`src/rtl/fsm_encaixotamento_pkg.sv`:
```
// Shared types for the crate-packing stage of the bottling line.
// State encoding, output decode and line-wide constants.
package fsm_encaixotamento_pkg;

  typedef enum logic [1:0] {
    AGUARDA_CAIXA = 2'd0,
    ENCHENDO      = 2'd1,
    FECHANDO      = 2'd2,
    EXPEDINDO     = 2'd3
  } estado_t;

  localparam int GARRAFAS_PADRAO = 12;
  localparam int CLK_HZ          = 50_000_000;

  typedef struct packed {
    logic pausa;
    logic fechar;
    logic trocar;
    logic alarme;
  } saidas_t;

  function automatic saidas_t decodifica(estado_t e);
    saidas_t s;
    s = '0;
    unique case (e)
      AGUARDA_CAIXA: begin
        s.pausa  = 1'b1;
        s.alarme = 1'b1;
      end
      ENCHENDO: s = '0;
      FECHANDO: begin
        s.pausa  = 1'b1;
        s.fechar = 1'b1;
      end
      EXPEDINDO: begin
        s.pausa  = 1'b1;
        s.trocar = 1'b1;
      end
      default: s = '0;
    endcase
    return s;
  endfunction

endpackage

```
`src/rtl/temporizador_ciclos.sv`:
```
// Loadable down-counter; fim pulses (registered) in the
// CICLOS-th cycle after the load cycle.
module temporizador_ciclos #(
  parameter int CICLOS = 8
) (
  input  logic clk,
  input  logic reset,
  input  logic carregar,
  output logic fim
);

  localparam int W = (CICLOS > 1) ? $clog2(CICLOS) : 1;
  localparam logic [W-1:0] CARGA = W'(CICLOS - 1);

  logic [W-1:0] cnt_q, cnt_d;
  logic         ativo_q, ativo_d;
  logic         fim_q, fim_d;

  always_ff @(posedge clk or posedge reset) begin
    if (reset) begin
      cnt_q   <= '0;
      ativo_q <= 1'b0;
      fim_q   <= 1'b0;
    end else begin
      cnt_q   <= cnt_d;
      ativo_q <= ativo_d;
      fim_q   <= fim_d;
    end
  end

  always_comb begin
    cnt_d   = cnt_q;
    ativo_d = ativo_q;
    if (carregar) begin
      cnt_d   = CARGA;
      ativo_d = 1'b1;
    end else if (ativo_q) begin
      if (cnt_q == '0) ativo_d = 1'b0;
      else cnt_d = cnt_q - W'(1);
    end
    fim_d = ativo_d && (cnt_d == '0);
  end

  assign fim = fim_q;

endmodule

```
`src/rtl/fsm_encaixotamento.sv`:
```
// Packing stage: fills a crate with approved bottles, seals it,
// waits for the exchange, and back-pressures the line meanwhile.
module fsm_encaixotamento
  import fsm_encaixotamento_pkg::*;
#(
  parameter int GARRAFAS_POR_CAIXA = GARRAFAS_PADRAO,
  parameter int CICLOS_FECHAR      = CLK_HZ,
  parameter int MAX_DUZIAS         = 99
) (
  input  logic       clk,
  input  logic       reset,
  input  logic       garrafa_aprovada,
  input  logic       sensor_caixa,
  output logic       pausa_linha,
  output logic       fechar_caixa,
  output logic       trocar_caixa,
  output logic       alarme_sem_caixa,
  output logic       erro_excesso,
  output logic       caixa_pronta,
  output logic [3:0] contador_unidades,
  output logic [6:0] contador_duzias
);

  localparam logic [3:0] ULTIMA  = 4'(GARRAFAS_POR_CAIXA - 1);
  localparam logic [6:0] DUZ_MAX = 7'(MAX_DUZIAS);

  estado_t    estado_q, estado_d;
  saidas_t    sai_q, sai_d;
  logic       s1_q, s2_q;
  logic [3:0] unid_q, unid_d;
  logic [6:0] duz_q, duz_d;
  logic       pend_q, pend_d;
  logic       erro_q, erro_d;
  logic       carregar;
  logic       fim;

  temporizador_ciclos #(
    .CICLOS(CICLOS_FECHAR)
  ) u_tmr (
    .clk     (clk),
    .reset   (reset),
    .carregar(carregar),
    .fim     (fim)
  );

  always_ff @(posedge clk or posedge reset) begin
    if (reset) begin
      estado_q <= AGUARDA_CAIXA;
      sai_q    <= decodifica(AGUARDA_CAIXA);
      s1_q     <= 1'b0;
      s2_q     <= 1'b0;
      unid_q   <= '0;
      duz_q    <= '0;
      pend_q   <= 1'b0;
      erro_q   <= 1'b0;
    end else begin
      estado_q <= estado_d;
      sai_q    <= sai_d;
      s1_q     <= sensor_caixa;
      s2_q     <= s1_q;
      unid_q   <= unid_d;
      duz_q    <= duz_d;
      pend_q   <= pend_d;
      erro_q   <= erro_d;
    end
  end

  always_comb begin
    estado_d = estado_q;
    unid_d   = unid_q;
    duz_d    = duz_q;
    pend_d   = pend_q;
    erro_d   = erro_q;
    carregar = 1'b0;

    // one-deep buffer for the bottle already in flight when we pause
    if (sai_q.pausa && garrafa_aprovada) begin
      if (pend_q) erro_d = 1'b1;
      else pend_d = 1'b1;
    end

    unique case (estado_q)
      AGUARDA_CAIXA: begin
        if (s2_q) begin
          estado_d = ENCHENDO;
          if (pend_q || garrafa_aprovada) unid_d = 4'd1;
          pend_d = 1'b0;
        end
      end
      ENCHENDO: begin
        if (garrafa_aprovada && unid_q == ULTIMA) begin
          unid_d   = '0;
          estado_d = FECHANDO;
          carregar = 1'b1;
          if (duz_q < DUZ_MAX) duz_d = duz_q + 7'd1;
        end else if (!s2_q) begin
          unid_d   = '0;
          estado_d = AGUARDA_CAIXA;
        end else if (garrafa_aprovada) begin
          unid_d = unid_q + 4'd1;
        end
      end
      FECHANDO: begin
        if (fim) estado_d = EXPEDINDO;
      end
      EXPEDINDO: begin
        if (!s2_q) estado_d = AGUARDA_CAIXA;
      end
      default: estado_d = AGUARDA_CAIXA;
    endcase

    sai_d = decodifica(estado_d);
  end

  assign pausa_linha       = sai_q.pausa;
  assign fechar_caixa      = sai_q.fechar;
  assign trocar_caixa      = sai_q.trocar;
  assign alarme_sem_caixa  = sai_q.alarme;
  assign erro_excesso      = erro_q;
  assign caixa_pronta      = fim;
  assign contador_unidades = unid_q;
  assign contador_duzias   = duz_q;

endmodule

```
`config.mk`:
```
export PLATFORM = sky130hd
export DESIGN_NAME = fsm_encaixotamento
export DESIGN_NICKNAME = d
export VERILOG_FILES = /design/src/rtl/fsm_encaixotamento_pkg.sv /design/src/rtl/temporizador_ciclos.sv /design/src/rtl/fsm_encaixotamento.sv
export SDC_FILE = /design/constraint.sdc
export NUM_CORES = 1
export LEC_CHECK = 0
export ABC_AREA = 1
export BUFFER_PORTS_ARGS = -buffer_cell sky130_fd_sc_hd__buf_4
export CAP_MARGIN = 40
export CELL_PAD_IN_SITES_DETAIL_PLACEMENT = 1
export CELL_PAD_IN_SITES_GLOBAL_PLACEMENT = 1
export CORE_MARGIN = 2
export CORE_UTILIZATION = 40
export DETAILED_ROUTE_END_ITERATION = 10
export PLACE_DENSITY = 0.8
export SYNTH_ARGS = -nofsm -noshare
export SYNTH_HDL_FRONTEND = slang
export SYNTH_SLANG_ARGS = --single-unit
```
`constraint.sdc`:
```
create_clock -name clk -period 1.72 [get_ports clk]
set_input_delay 0.344 -clock clk [delete_from_list [all_inputs] [get_ports clk]]
set_output_delay 0.344 -clock clk [all_outputs]
set_load 0.01 [all_outputs]
```
==> key figures, run 1 <==
Run status
  • Status: stopped before the end
  • Fail Step: 5_1_grt
  • Stop err: [ERROR DPL-0033] detailed placement checks failed during check placement.

Clock tree
  • H-tree depth: 2
  • Max Buffers Root-to-Sink: 2
  • CTS root buffer: clkbuf_8
  • Clock sink total: 49
  • Total CTS buffers: 5

Placement
  • Dpl cell area: 0.00396 mm2
  • Number of port buffers: 20
  • Placer Congestion: 0.889
  • Detailed-placement wirelength estimate: 8.20 mm
  • Setup WS pre-CTS: -0.576 ns

Die
  • Die Width: 90.0 um
  • Initial core utilization: 0.411
  • Die Y: 90.0 um
  • Row count: 31
  • Ports: 21

Synth
  • Top post-synthesis cells by area: dfrtp_1 (40%), nand2_1 (11%), nand3_1 (7.9%)
  • Yosys warnings: 0
  • Sequential-to-total area share from yosys stat: 0.415
  • Area leader, netlist: dfrtp_1
  • Synthesized flop and latch total: 49
  • Syn Inst Count: 395
  • Post-synth cell types: 32
  • Avg Synthesized Cell Area: 7.50 um2
  • Mapped Area: 0.00296 mm2
  • Syn nets: 402
  • Share of the synthesized area in the top cell type: 0.397

Timing
  • GRT worst endpoint: u_tmr.fim$_DFF_PP0_/D
  • Worst endpoint type: sequential cell input

Global route
  • Initial antenna violation count: 1
  • Largest net degree at the start of global routing: 26
[kinds of logic after synthesis]
kind of cell             after synthesis  share of synthesized area
buffers and inverters                 58                     0.0790
AND/OR/NAND/NOR                      242                      0.398
XOR/XNOR                              14                     0.0414
adder cells (fa/ha/maj)                3                     0.0127
flip-flops                            49                      0.415
AO/OA/AOI/OAI                         29                     0.0537
[cells in the mapped netlist]
cell,number
nor2_2,12
clkinv_1,1
nand3b_1,1
buf_6,1
nor2_1,61
dfstp_2,2
nor3b_2,1
nand3_1,47
nand4_4,1
xnor2_1,7
nand4_1,8
o21bai_1,4
nand2_2,3
nor2_8,1
a31oi_1,1
nor2_4,5
nand2_1,88
o21ai_0,16
ha_1,3
nor3_1,3
clkbuf_1,2
inv_1,51
nor3_2,3
buf_2,1
buf_4,2
dfrtp_1,47
and2_1,1
nand3_2,5
a21oi_1,7
xor2_1,7
nand2_4,2
o211ai_1,1
[what timing repair did]
item	4_1_cts
gates resized for setup	141
buffers inserted	31
pin swaps	46
hold buffers	1
hold endpoints to repair	8
setup endpoints to repair	33
[through the flow]
stage | TNS [ns] | cells
2_1_floorplan | -0.221 | 395
3_3_place_gp | -1.29 | 608
3_5_place_dp | -3.13 | 608
4_1_cts | -3.42 | 645
==> run 2, diff against run 1 <==
Settings changed: CELL_PAD_IN_SITES_DETAIL_PLACEMENT 1 to default, CELL_PAD_IN_SITES_GLOBAL_PLACEMENT 1 to default, PLACE_DENSITY 0.8 to default, PLACE_DENSITY_LB_ADDON from default to 0.15.
Clock period 1.72 ns to 2.2 ns, I/O delays scaled along.
==> run 2 against run 1 <==
  * The flow now finishes without violations
  * Synthesized area did not move
  * Synthesized cell count unchanged
==> key figures, run 2 <==
Run status
  • Status: completed

Clock tree
  • Worst-path clk slew: 0.10 ns
  • Max Buffers Root-to-Sink: 2 (unchanged)
  • Clock sink total: 49 (unchanged)
  • CTS root buffer: clkbuf_8
  • H-tree depth: 2 (unchanged)
  • CTS tree: done
  • Total CTS buffers: 5 (unchanged)
  • Worst-Skew Late Latency: 0.31 ns

Cells and area
  • Most common cell after layout, fill and taps aside: nand2_1
  • Area of the multi-input gates: 0.00166 mm2
  • Biggest register: u_tmr.cnt_q
  • Antenna cell count: 0
  • Fill cells: 722
  • Max reg flops: 26
  • Finished Layout Cells: 549
  • Share of cells above drive strength 1: 0.296
  • Nets: 456
  • Area growth from synthesis to layout: 24.8%
  • Final core occ: 0.512
  • Most frequent cells in the layout: nand2_1 (83), nor2_1 (53), buf_4 (49)
  • FF+latch area: 0.00124 mm2

Die
  • Initial core utilization: 0.411 (unchanged)
  • Core ar.: 0.00721 mm2
  • Die Y: 90.0 um (unchanged)
  • Ports: 21 (unchanged)
  • Row count: 31 (unchanged)
  • Die Width: 90.0 um (unchanged)
  • Die footprint: 0.00811 mm2

Synth
  • Commonest cells post-synth: nand2_1 (88), nor2_1 (61), inv_1 (51), dfrtp_1 (47), nand3_1 (47)
  • Synthesized flop and latch total: 49 (unchanged)
  • Area leader, netlist: dfrtp_1
  • Syn Inst Count: 395 (unchanged)
  • Ys flop type: dfrtp_1
  • Syn nets: 402 (unchanged)
  • Post-synth EDFFs: 0 (unchanged)
  • Share of the synthesized area in the top cell type: 0.397 (unchanged)
  • Mapped Area: 0.00296 mm2 (unchanged)
  • Post-synth ARST share: 1.00 (unchanged)
  • Sequential-to-total area share from yosys stat: 0.415 (unchanged)
  • Most common cell in the netlist: nand2_1
  • Yosys warnings: 0 (unchanged)
  • Post-synth cell types: 32 (unchanged)
  • Avg Synthesized Cell Area: 7.50 um2 (unchanged)
  • Top post-synthesis cells by area: dfrtp_1 (40%), nand2_1 (11%), nand3_1 (7.9%)

Critical path
  • Startpoint Class: register
  • Cell breakdown of the critical path: ha_2 > nand4_1 > nand3_1 > o21ai_0 > inv_1 > o21ai_0 > nor2_1 > inv_1 > nor2_1 > xnor2_1 > nor2_1
  • Crit path arrival time: 2.24 ns
  • CP Max Fanout: 5
  • Crit path max-delay family: simple AND/OR/NAND/NOR gates
  • CP required: 2.41 ns
  • Crit end category: register
  • Critical path type: register to register
  • Slowest CP cell: dfrtp_1
  • Crit path buffers/inverters: 2
  • Slowest stage delay, CP: 0.40 ns
  • Most used cell, CP: nor2_1

Global route
  • Vias in the first global route: 2528
  • Largest net degree at the start of global routing: 26
  • Grt ovf: 0
  • Initial antenna violation count: 0
  • Gr usage total: 0.189
  • First-pass GRT wire length: 12.3 mm

Drt
  • Routed vias: 2690
  • 1st-iter DRT viols: 198
  • Vias per cell: 4.90
  • DRC Markers: 0
  • Iteration count of the initial detailed-routing pass: 4
  • Drt total wl: 7.62 mm
  • Detail Route Antenna Nets: 0
  • Wirelength per Cell: 13.9 um

Pwr
  • Peak VDD IR: 0.000286 V
  • Leak: 1.86 nW
  • Pwr/cell area: 636 mW/mm2

Timing
  • Setup TNS Final: 0 ns
  • RSZ-0062 raised after global routing: yes
  • Clock Skew: 0.00510 ns
  • Max-slew violations: 0
  • Final hold violations: 0
  • Fin crit share: 0.925
  • Setup violations, final: 0
  • Minimum clock period: 2.03 ns
  • Hold_ws: 0.153 ns
  • Actual slew at the worst max-slew pin: 0.512 ns
  • Max Fclk: 491 MHz
  • Max_slew headroom: 0.658

Placement
  • Placer Congestion: 0.924 (+3.8%)
  • Placed insts: 522 (-14%)
  • Number of port buffers: 20 (unchanged)
  • Detailed-placement wirelength estimate: 5.52 mm (-33%)

Job
  • Number of max-cap violations: 0

Min path
  • Hold crit path type: input pin to asynchronous set/reset pin
==> run 2: cell counts after synthesis <==
No cell type changed its count.
==> run 2: layout make-up <==
class	instances	share of cell area
clock buffer	5	0.0186
timing repair buffer	51	0.106
inverter	52	0.0528
multi-input combinational	290	0.448
clock inverter	3	0.00575
tap	99	0.0335
sequential	49	0.335
==> run 2: path summary, 6_finish.rpt <==
kind	startpoint	end	slack [ns]	cells after the start
setup reg to reg	contador_unidades[1]$_DFFE_PP0P_	contador_unidades[3]$_DFFE_PP0P_	0.17	11
hold reg to reg	s1_q$_DFF_PP0_	s2_q$_DFF_PP0_	0.36	0
min in group clk	sensor_caixa	s1_q$_DFF_PP0_	0.23	1
hold / removal	reset	fechar_caixa$_DFF_PP0_	0.15	2
max in group asynchronous	reset	u_tmr.cnt_q[21]$_DFF_PP0_	1.44	3
setup / recovery	contador_unidades[1]$_DFFE_PP0P_	contador_unidades[3]$_DFFE_PP0P_	0.17	11
==> run 2: cell families (layout without fill, tap and decap cells) <==
family	Yosys count	count (layout)	synth area share
xor+xnor	14	14	0.0414
simple gates	242	244	0.398
flops	49	49	0.415
buf+inv	58	111	0.0790
fa+ha+maj	3	3	0.0127
compound gates	29	29	0.0537
==> run 2: per-layer routing <==
| layer | global-route usage | vias up | routed length, um |
|---|---|---|---|
| met5 | 0 | - | 0 |
| met2 | 0.291 | 54 | 3410 |
| met3 | 0.0402 | 11 | 380 |
| met4 | 0.0564 | 0 | 106 |
| met1 | 0.269 | 1260 | 3720 |
| li1 | - | 1365 | - |
==> run 2: worst register-to-register path, stage by stage, from the launching register on <==
cell     delay, ns
dfrtp_1       0.40
ha_2          0.20
nand4_1       0.22
nand3_1       0.21
o21ai_0       0.10
inv_1         0.05
o21ai_0       0.06
nor2_1        0.21
inv_1         0.14
nor2_1        0.15
xnor2_1       0.13
nor2_1        0.05
==> run 2: per-stage QoR <==
stage / setup slack [ns] / power [W] / instance area, um2
2_1_floorplan: 0.362 / 0.00150 / 2960
3_3_place_gp: 0.0281 / 0.00168 / 3300
3_5_place_dp: -0.0157 / 0.00168 / 3300
4_1_cts: 0.0211 / 0.00226 / 3420
5_1_grt: -0.0237 / 0.00251 / 3700
6_report: 0.165 / 0.00235 / 3700
==> run 2: power by group <==
group	switching, W	internal (W)	total, W	leakage (nW)
Clock	0.000347	0.000227	0.000574	0.0445
Combinational	0.000370	0.000277	0.000646	1.27
Sequential	0.000109	0.00102	0.00113	0.553
==> run 2: timing repair <==
item / in CTS / in global routing
endpoints found under the hold margin: 0 / 0
pin swaps: 2 / 23
setup buffers: 2 / 15
cloned: 1 / 1
gates resized for setup: 0 / 51
endpoints found under the setup margin: 1 / 2
hold buffers: 0 / 0
Note: power is estimated with default switching activity, not from simulation.
